<file path="config.mk">
export PLATFORM = sky130hd
export DESIGN_NAME = conv1_window_gen_flat
export DESIGN_NICKNAME = d
export VERILOG_FILES = /design/src/rtl/conv1_window_gen_pkg.sv /design/src/rtl/conv1_window_gen_if.sv /design/src/rtl/conv1_window_gen_line_buffer.sv /design/src/rtl/conv1_window_gen.sv /design/src/flat_wrapper.sv
export SDC_FILE = /design/constraint.sdc
export NUM_CORES = 1
export LEC_CHECK = 0
export ABC_CLOCK_PERIOD_IN_PS = 4200
export BUFFER_PORTS_ARGS = -buffer_cell sky130_fd_sc_hd__buf_2
export CAP_MARGIN = 0
export CORE_ASPECT_RATIO = 2
export CORE_MARGIN = 4
export CORE_UTILIZATION = 35
export CTS_CLUSTER_DIAMETER = 150
export DETAILED_ROUTE_END_ITERATION = 8
export RECOVER_POWER = 50
export SLEW_MARGIN = 5
export SYNTH_ARGS = -nofsm -noshare
export SYNTH_HDL_FRONTEND = slang
export SYNTH_SLANG_ARGS = --single-unit
</file>
<file path="constraint.sdc">
create_clock -name conv1_win_clk -period 4.2 [get_ports conv1_win_clk]
set_clock_uncertainty 0.2 [all_clocks]
set_input_delay 0.63 -clock conv1_win_clk [delete_from_list [all_inputs] [get_ports conv1_win_clk]]
set_output_delay 0.63 -clock conv1_win_clk [all_outputs]
set_load 0.01 [all_outputs]
</file>
<file path="src/rtl/conv1_window_gen_pkg.sv">
`default_nettype none
// ============================================================================
// Package : conv1_pkg
// Shared geometry constants and pixel/window types for the conv1 stage.
// Rev 1.0 : initial release
// ============================================================================
package conv1_pkg;

    localparam int IMG_WIDTH   = 32;
    localparam int IMG_HEIGHT  = 32;
    localparam int FILTER_ROWS = 5;
    localparam int PIXEL_WIDTH = 8;
    localparam int NUM_PIXELS  = FILTER_ROWS * FILTER_ROWS;
    localparam int COL_W       = $clog2(IMG_WIDTH);
    localparam int ROW_W       = $clog2(IMG_HEIGHT);

    typedef logic [PIXEL_WIDTH-1:0] pixel_t;
    typedef pixel_t [NUM_PIXELS-1:0] win_t;

endpackage
`default_nettype wire

</file>
<file path="src/rtl/conv1_window_gen_if.sv">
`default_nettype none
// ============================================================================
// Interface : conv1_window_gen_if
// Pixel stream in, flattened 5x5 window out, between source and window gen.
// Rev 1.0 : initial release
// ============================================================================
interface conv1_window_gen_if;
    import conv1_pkg::*;

    logic   pxl_valid_i;
    logic   pxl_sof_i;
    pixel_t pxl_data_i;
    win_t   pxl_win_vals_o;
    logic   win_valid_o;
    logic   win_last_o;
    logic   frame_err_o;

    modport master (
        output pxl_valid_i, pxl_sof_i, pxl_data_i,
        input  pxl_win_vals_o, win_valid_o, win_last_o, frame_err_o
    );

    modport slave (
        input  pxl_valid_i, pxl_sof_i, pxl_data_i,
        output pxl_win_vals_o, win_valid_o, win_last_o, frame_err_o
    );

endinterface
`default_nettype wire

</file>
<file path="src/rtl/conv1_window_gen_line_buffer.sv">
`default_nettype none
// ============================================================================
// Module  : conv1_line_buffer
// One image-line delay: RAM with a wrapping pointer, read-before-write.
// Rev 1.0 : initial release
// ============================================================================
module conv1_line_buffer
    import conv1_pkg::*;
(
    input  wire logic clk,
    input  wire logic rst_n,
    input  wire logic en,
    input  pixel_t    din,
    output pixel_t    dout
);

    pixel_t           mem [IMG_WIDTH];
    logic [COL_W-1:0] r_ptr;

    // Output is the pixel written exactly IMG_WIDTH enables ago.
    assign dout = mem[r_ptr];

    always_ff @(posedge clk) begin
        if (en) begin
            mem[r_ptr] <= din;
        end
    end

    always_ff @(posedge clk or negedge rst_n) begin
        if (!rst_n) begin
            r_ptr <= '0;
        end else if (en) begin
            r_ptr <= (r_ptr == COL_W'(IMG_WIDTH - 1)) ? '0 : r_ptr + 1'b1;
        end
    end

endmodule
`default_nettype wire

</file>
<file path="src/rtl/conv1_window_gen.sv">
`default_nettype none
// ============================================================================
// Module  : conv1_window_gen
// Raster pixel stream to sliding 5x5 window generator feeding the conv1 filter.
// Rev 1.0 : initial release
// ============================================================================
module conv1_window_gen
    import conv1_pkg::*;
(
    input  wire logic         conv1_win_clk,
    input  wire logic         conv1_win_rst_b,
    conv1_window_gen_if.slave bus
);

    localparam int NUM_LB = FILTER_ROWS - 1;

    logic [COL_W-1:0] r_col;
    logic [ROW_W-1:0] r_row;
    logic [COL_W-1:0] w_col;
    logic [ROW_W-1:0] w_row;
    logic             w_accept;
    logic             w_sof;
    logic             w_at_origin;
    logic             w_col_end;
    logic             w_row_end;
    logic             w_win_ok;
    win_t             r_win;
    win_t             w_win_next;
    win_t             r_out;
    logic             r_valid;
    logic             r_last;
    logic             r_err;
    pixel_t           w_lb_in  [NUM_LB];
    pixel_t           w_lb_out [NUM_LB];

    assign w_accept    = bus.pxl_valid_i;
    assign w_sof       = bus.pxl_valid_i & bus.pxl_sof_i;
    assign w_at_origin = (r_col == '0) && (r_row == '0);

    // SOF forces the accepted pixel to (0,0) whatever the counters say.
    assign w_col     = w_sof ? '0 : r_col;
    assign w_row     = w_sof ? '0 : r_row;
    assign w_col_end = (w_col == COL_W'(IMG_WIDTH - 1));
    assign w_row_end = (w_row == ROW_W'(IMG_HEIGHT - 1));
    assign w_win_ok  = (w_row >= ROW_W'(FILTER_ROWS - 1)) && (w_col >= COL_W'(FILTER_ROWS - 1));

    generate
        for (genvar k = 0; k < NUM_LB; k++) begin : g_lb
            if (k == 0) begin : g_head
                assign w_lb_in[k] = bus.pxl_data_i;
            end else begin : g_chain
                assign w_lb_in[k] = w_lb_out[k-1];
            end
            conv1_line_buffer u_lb (
                .clk   (conv1_win_clk),
                .rst_n (conv1_win_rst_b),
                .en    (w_accept),
                .din   (w_lb_in[k]),
                .dout  (w_lb_out[k])
            );
        end
    endgenerate

    // Shift every window row left; the new right column is buffer k feeding row NUM_LB-1-k.
    always_comb begin
        w_win_next = r_win;
        for (int r = 0; r < FILTER_ROWS; r++) begin
            for (int c = 0; c < FILTER_ROWS - 1; c++) begin
                w_win_next[r*FILTER_ROWS + c] = r_win[r*FILTER_ROWS + c + 1];
            end
            if (r == FILTER_ROWS - 1) begin
                w_win_next[r*FILTER_ROWS + FILTER_ROWS - 1] = bus.pxl_data_i;
            end else begin
                w_win_next[r*FILTER_ROWS + FILTER_ROWS - 1] = w_lb_out[NUM_LB - 1 - r];
            end
        end
    end

    always_ff @(posedge conv1_win_clk or negedge conv1_win_rst_b) begin
        if (!conv1_win_rst_b) begin
            r_col   <= '0;
            r_row   <= '0;
            r_win   <= '0;
            r_out   <= '0;
            r_valid <= 1'b0;
            r_last  <= 1'b0;
            r_err   <= 1'b0;
        end else begin
            r_valid <= w_accept && w_win_ok;
            r_last  <= w_accept && w_win_ok && w_row_end && w_col_end;
            if (w_accept) begin
                r_win <= w_win_next;
                if (w_win_ok) begin
                    r_out <= w_win_next;
                end
                if (w_sof && !w_at_origin) begin
                    r_err <= 1'b1;
                end
                if (w_col_end) begin
                    r_col <= '0;
                    r_row <= w_row_end ? '0 : w_row + 1'b1;
                end else begin
                    r_col <= w_col + 1'b1;
                    r_row <= w_row;
                end
            end
        end
    end

    assign bus.pxl_win_vals_o = r_out;
    assign bus.win_valid_o    = r_valid;
    assign bus.win_last_o     = r_last;
    assign bus.frame_err_o    = r_err;

endmodule
`default_nettype wire

</file>
<file path="src/flat_wrapper.sv">
// flat-port wrapper written by rule: the top's interface ports become plain ports
module conv1_window_gen_flat import conv1_pkg::*;
  (conv1_win_clk, conv1_win_rst_b, bus_pxl_valid_i, bus_pxl_sof_i, bus_pxl_data_i, bus_pxl_win_vals_o, bus_win_valid_o, bus_win_last_o, bus_frame_err_o);
  conv1_window_gen_if bus_i ();
  input  wire logic conv1_win_clk;
  input  wire logic conv1_win_rst_b;
  input wire logic [$bits(bus_i.pxl_valid_i)-1:0] bus_pxl_valid_i;
  input wire logic [$bits(bus_i.pxl_sof_i)-1:0] bus_pxl_sof_i;
  input wire logic [$bits(bus_i.pxl_data_i)-1:0] bus_pxl_data_i;
  output wire logic [$bits(bus_i.pxl_win_vals_o)-1:0] bus_pxl_win_vals_o;
  output wire logic [$bits(bus_i.win_valid_o)-1:0] bus_win_valid_o;
  output wire logic [$bits(bus_i.win_last_o)-1:0] bus_win_last_o;
  output wire logic [$bits(bus_i.frame_err_o)-1:0] bus_frame_err_o;
  assign bus_i.pxl_valid_i = bus_pxl_valid_i;
  assign bus_i.pxl_sof_i = bus_pxl_sof_i;
  assign bus_i.pxl_data_i = bus_pxl_data_i;
  assign bus_pxl_win_vals_o = bus_i.pxl_win_vals_o;
  assign bus_win_valid_o = bus_i.win_valid_o;
  assign bus_win_last_o = bus_i.win_last_o;
  assign bus_frame_err_o = bus_i.frame_err_o;
  conv1_window_gen u_core (.conv1_win_clk(conv1_win_clk), .conv1_win_rst_b(conv1_win_rst_b), .bus(bus_i));
endmodule
</file>
# ---- Yosys cells after proc, flatten, opt, wreduce, memory -nomap -nowiden
# Memories as Yosys holds them, arrays and structs flattened.
# Index checks and enable logic that the tools add are counted.
dict set report classes {
  addsub 6
  magnitude_cmp 2
  n_eq_ne 6
  mux 11
  bitwise_logic 1
  reduce_logical 11
}
# cell count
set ops {}
lappend ops {{5-bit two-way mux} 9}
lappend ops {{5-bit by 1-bit adder with 5-bit output (second input constant)} 6}
lappend ops {{5-bit equality test (second input constant)} 6}
lappend ops {{5-bit by 3-bit greater-or-equal comparator with 1-bit output (second input constant)} 2}
lappend ops {{5-bit zero test} 2}
lappend ops {{1-bit logical AND} 6}
lappend ops {{2-bit AND reduction} 2}
lappend ops {{1-bit two-way mux} 2}
lappend ops {{1-bit bitwise AND} 1}
lappend ops {{1-bit zero test} 1}
dict set report totals {
  register_bits 393
  ramBits 1024
  mem_count 4
}
# name depth width rd rd_ports_with_merged_regs wr line
set memory_table {}
lappend memory_table {{u_core.g_lb[0].u_lb.mem} 32 8 1 0 1 conv1_window_gen_line_buffer.sv:17} ;# pixel_t mem [IMG_WIDTH];
lappend memory_table {{u_core.g_lb[1].u_lb.mem} 32 8 1 0 1 conv1_window_gen_line_buffer.sv:17}
lappend memory_table {{u_core.g_lb[2].u_lb.mem} 32 8 1 0 1 conv1_window_gen_line_buffer.sv:17}
lappend memory_table {{u_core.g_lb[3].u_lb.mem} 32 8 1 0 1 conv1_window_gen_line_buffer.sv:17}

# ---- Longest topological paths before layout
dict set report depth {
  ltp_word 7
  mapped_depth 13
}

# ---- Modules after synthesis
# A second synthesis with hierarchy kept.
dict set report unflattened {
  hier_cells 3205
  area_unflattened_um2 55729.7
}
# mod instances cells_per_inst area_each_um2 seq_area_each_um2
set by_module_without_submodules {}
lappend by_module_without_submodules {conv1_line_buffer 4 592 10401.2 7812.5}
lappend by_module_without_submodules {conv1_window_gen 1 837 14124.8 9334.0}

# ---- Worst setup path before layout
# No wires, ideal clock.
dict set report synth_path {
  path_type {input to register}
  from {input port bus_pxl_valid_i}
  to {memory u_core.g_lb[0].u_lb.mem[26][0] (netlist bit) (enable)}
  t_arrival_ns 2.188
  t_required_ns 3.617
  path_slack_ns 1.428
  stages 5
  path_cell_list {buf_2 > clkbuf_1 > clkbuf_1 > nand2_1 > nor3_1}
}
dict set report synth_via {
  elab_chain_len 2
}
# item line
set synth_lines {}
lappend synth_lines {{from (decl)} flat_wrapper.sv:7} ;# input wire logic [$bits(bus_i.pxl_valid_i)-1:0] bus_pxl_valid_i;
lappend synth_lines {{1-bit two-way mux} conv1_window_gen_line_buffer.sv:24} ;# if (en) begin
lappend synth_lines {{1-bit two-way mux (implied by the code)} conv1_window_gen_line_buffer.sv:25} ;# mem[r_ptr] <= din;
lappend synth_lines {{to (decl)} conv1_window_gen_line_buffer.sv:17}
# Every way passes these cells.

# ---- Worst setup path in the final report
dict set report layout_path {
  from {register u_core.g_lb[0].u_lb.r_ptr[1]}
  to {register u_core.r_out, in the netlist u_core.bus.pxl_win_vals_o[153]}
}
dict set report layout_via {
  elab_chain_len 1
}
# item line
set layout_lines {}
lappend layout_lines {{from (decl)} conv1_window_gen_line_buffer.sv:18} ;# logic [COL_W-1:0] r_ptr;
lappend layout_lines {{from (signal assigned)} conv1_window_gen_line_buffer.sv:33} ;# r_ptr <= (r_ptr == COL_W'(IMG_WIDTH - 1)) ? '0 : r_ptr + 1'b1;
lappend layout_lines {{memory 32 x 8 bit} n/a}
lappend layout_lines {{via u_core.g_lb[0].u_lb.dout[1]} conv1_window_gen_line_buffer.sv:14} ;# output pixel_t dout
lappend layout_lines {{to (signal assigned)} conv1_window_gen.sv:94} ;# r_out <= w_win_next;
lappend layout_lines {{to (decl)} conv1_window_gen.sv:29} ;# win_t r_out;
# The timed path passes the listed nets, and every way through them passes these cells.
# A chain may end at the register's enable or synchronous reset.

==> results.toml <==
[final_layout]
final_area_sq_um = 63200
layout.nets = 3577
final_common_cell = "edfxtp_1"
multi_input_area_sq_um = 13900
fill_cells = 14405
areaGrowthSynthToFinish_pct = 13.5
most-common-layout-cells = "edfxtp_1, mux2i_1, dfrtp_1"
drive_gt1_frac = 0.186
ff_latch_area_sq_um = 40600

[setup_path]
crit_type = "reg -> reg"
cp-start-kind = "register"
r2r-start = "u_core.g_lb[0].u_lb.r_ptr[1]"
worstSetupEndpointType = "register"
cpPeakStageDelay_ns = 1.30
r2r_setup_slack_ns = 0.43
crit_required_ns = 4.64
crit_fanout = 47
crit_top_cell = "buf_4"
r2r_cells = 7
crit_chain = "buf_4 -> mux2i_1 -> o22ai_1 -> nor4_2 -> nand2_1 -> buf_4 -> mux2_2"
arrival_ns = 4.21
crit_path_top_delay_cell = "dfrtp_2"
regToRegEndpoint = "u_core.bus.pxl_win_vals_o[153]"

[min_path]
min_from = "bus_pxl_sof_i"
whs_path_depth = 3
holdPathEnd = "u_core.r_row[2]"
worstHoldPathType = "in -> reg"

[place]
placed_cell_area_sq_um = 59400
dp_hpwl_microns = 95600
gp_congestion = 0.861
port_buffers = 214

[run_status]
status = "finished, violations left"
violations = "max-capacitance violations, max-slew violations"

[floorplanning]
core_area_sq_um = 158000
rows = 206
start_util = 0.353
die_w_microns = 290
dieArea_sq_um = 166000
ios = 215
die_h_microns = 572

[power_and_ir_drop]
p_per_area_nw_per_um2 = 683
p_leak_nw = 23.0
vdd_drop_max_mv = 0.451

[routing]
wl_microns = 140000
final_antenna_net_count = 0
wl_per_cell_microns = 24.5
drc = 0
viasPerCell = 5.17
drt_iter0_markers = 1967
firstDrtPassIters = 5
vias = 29579

[synthesis]
netlist_area_sq_um = 55600
synth_cell_types = 47
synthArstFlopShare = 0.277
netlist_instances = 3247
seq_area_frac_synth = 0.729
syn_avg_cell_area_sq_um = 17.1
synth_flop_cell = "edfxtp_1"
ys_seq_elements = 1417
ys_warn_count = 0
synthesis.nets = 3285
synth-edff-count = 1024

[global_routing]
grt_pass1_vias = 30538
grt_antenna_before_repair = 3
grt_pass1_wl_microns = 206000
track_usage = 0.166
gr-total-overflow = 0
grt_max_degree = 106

[timing]
max_freq_ghz = 0.265
grt_setup_unrepaired = "false"
report.final.slew_viol_count = 594
hold_viol = 0
tightestPinTransition_ns = 2.34
period_share = 0.898
fin_crit_ns = 3.77
tns_ns = 0
setup_viol = 0
max_slew_margin = -0.562

[clock_tree]
clkTransAtPathRegs_ns = 0.07
cts_tree = "done"
cts_resized = 0
cts_made_buffers = 131
clockBufferDepth = 3
clk_latency_ns = 0.75
h-tree-depth = 4
clock_sinks = 1417
cts_root_buf = "clkbuf_16"

[flow_run]
cap_violations = 13
## worst max-delay path: cells and delay by family (launching register included)
family                 cells  cell delay (ns)
AND/OR/NAND/NOR            2             0.50
flip-flops                 1             1.30
AO/OA/AOI/OAI              1             0.15
multiplexers               2             0.71
buffers and inverters      2             0.77
## synthesized netlist by cell type, types with 26 or more instances
cell type | n | area, sq um
a31oi_1 | 35 | 219
buf_2 | 72 | 360
buf_6 | 28 | 315
clkbuf_1 | 57 | 214
dfrtp_1 | 393 | 9830
edfxtp_1 | 1024 | 30700
ha_1 | 26 | 325
mux2_2 | 335 | 3770
mux2i_1 | 514 | 5140
nand2_1 | 70 | 263
nor2_1 | 150 | 563
nor4_2 | 49 | 613
o22ai_1 | 256 | 1600
## layout make-up
cell class	count	area share
multi-input cells	1625	0.220
repair buffers	349	0.0276
well taps	2080	0.0412
clock buffers	182	0.0590
clock inverters	56	0.00854
inverters	15	0.000892
diodes	2	0.0000792
flip-flops and latches	1417	0.643
## metrics by stage
step / power, W / cells / utilization / hold WS (ns) / setup slack [ns]
2_1_floorplan: 0.0268 / 3247 / - / 0.134 / 1.43
3_3_place_gp: 0.0315 / 5485 / 0.377 / 0.280 / 0.490
3_5_place_dp: 0.0318 / 5485 / 0.377 / 0.282 / 0.505
4_1_cts: 0.0437 / 5724 / 0.404 / 0.0227 / 0.490
5_1_grt: 0.0449 / 5725 / 0.400 / 0.0718 / 0.241
6_report: 0.0432 / 5726 / 0.400 / 0.0741 / 0.429
## worst max-delay path by stage
stage,start,end,slack (ns)
finish,u_core.g_lb[0].u_lb.r_ptr[1],u_core.bus.pxl_win_vals_o[153],0.43
global route,conv1_win_rst_b,u_core.r_win[70],0.24
CTS,u_core.g_lb[3].u_lb.r_ptr[0],u_core.bus.pxl_win_vals_o[35],0.49
detailed placement,u_core.g_lb[3].u_lb.r_ptr[0],u_core.bus.pxl_win_vals_o[35],0.50
global placement,u_core.g_lb[3].u_lb.r_ptr[0],u_core.bus.pxl_win_vals_o[35],0.49
floorplan,bus_pxl_valid_i,u_core.g_lb[0].u_lb.mem[26][0],1.43
## registers in the layout (all words and copies together), names as in the netlist
signal,cells
u_core.g_lb.u_lb.mem,1024
u_core.bus.pxl_win_vals_o,200
u_core.r_win,160
u_core.g_lb.u_lb.r_ptr,20
u_core.r_col,5
u_core.r_row,5
u_core.bus.frame_err_o,1
u_core.bus.win_last_o,1
u_core.bus.win_valid_o,1
## per-layer routing
layer | part of all wire | vias to the layer above | track usage
li1 | - | 13241 | -
met1 | 0.36 | 15262 | 0.177
met2 | 0.55 | 793 | 0.316
met3 | 0.040 | 283 | 0.0243
met4 | 0.055 | 0 | 0.0847
met5 | 0 | - | 0
## power by group
group / switching (W) / total (W) / leakage (nW) / internal [W]
clock network: 0.00523 / 0.0119 / 2.08 / 0.00664
logic: 0.00701 / 0.0103 / 6.61 / 0.00333
registers: 0.00169 / 0.0209 / 14.3 / 0.0193
total: 0.0139 / 0.0432 / 23.0 / 0.0292
## timing repair
| action | 4_1_cts | 5_1_grt |
|---|---|---|
| hold endpoints to repair | 79 | 0 |
| hold buffers | 1 | 0 |
| setup buffers | 0 | 0 |
## cell families after synthesis
group / synth area share
flops: 0.729
mux: 0.160
simple gates: 0.0474
compound gates: 0.0366
buf+inv: 0.0205
fa+ha+maj: 0.00585
xor+xnor: 0.000157
No activity file was read; power rests on OpenSTA's default activity.
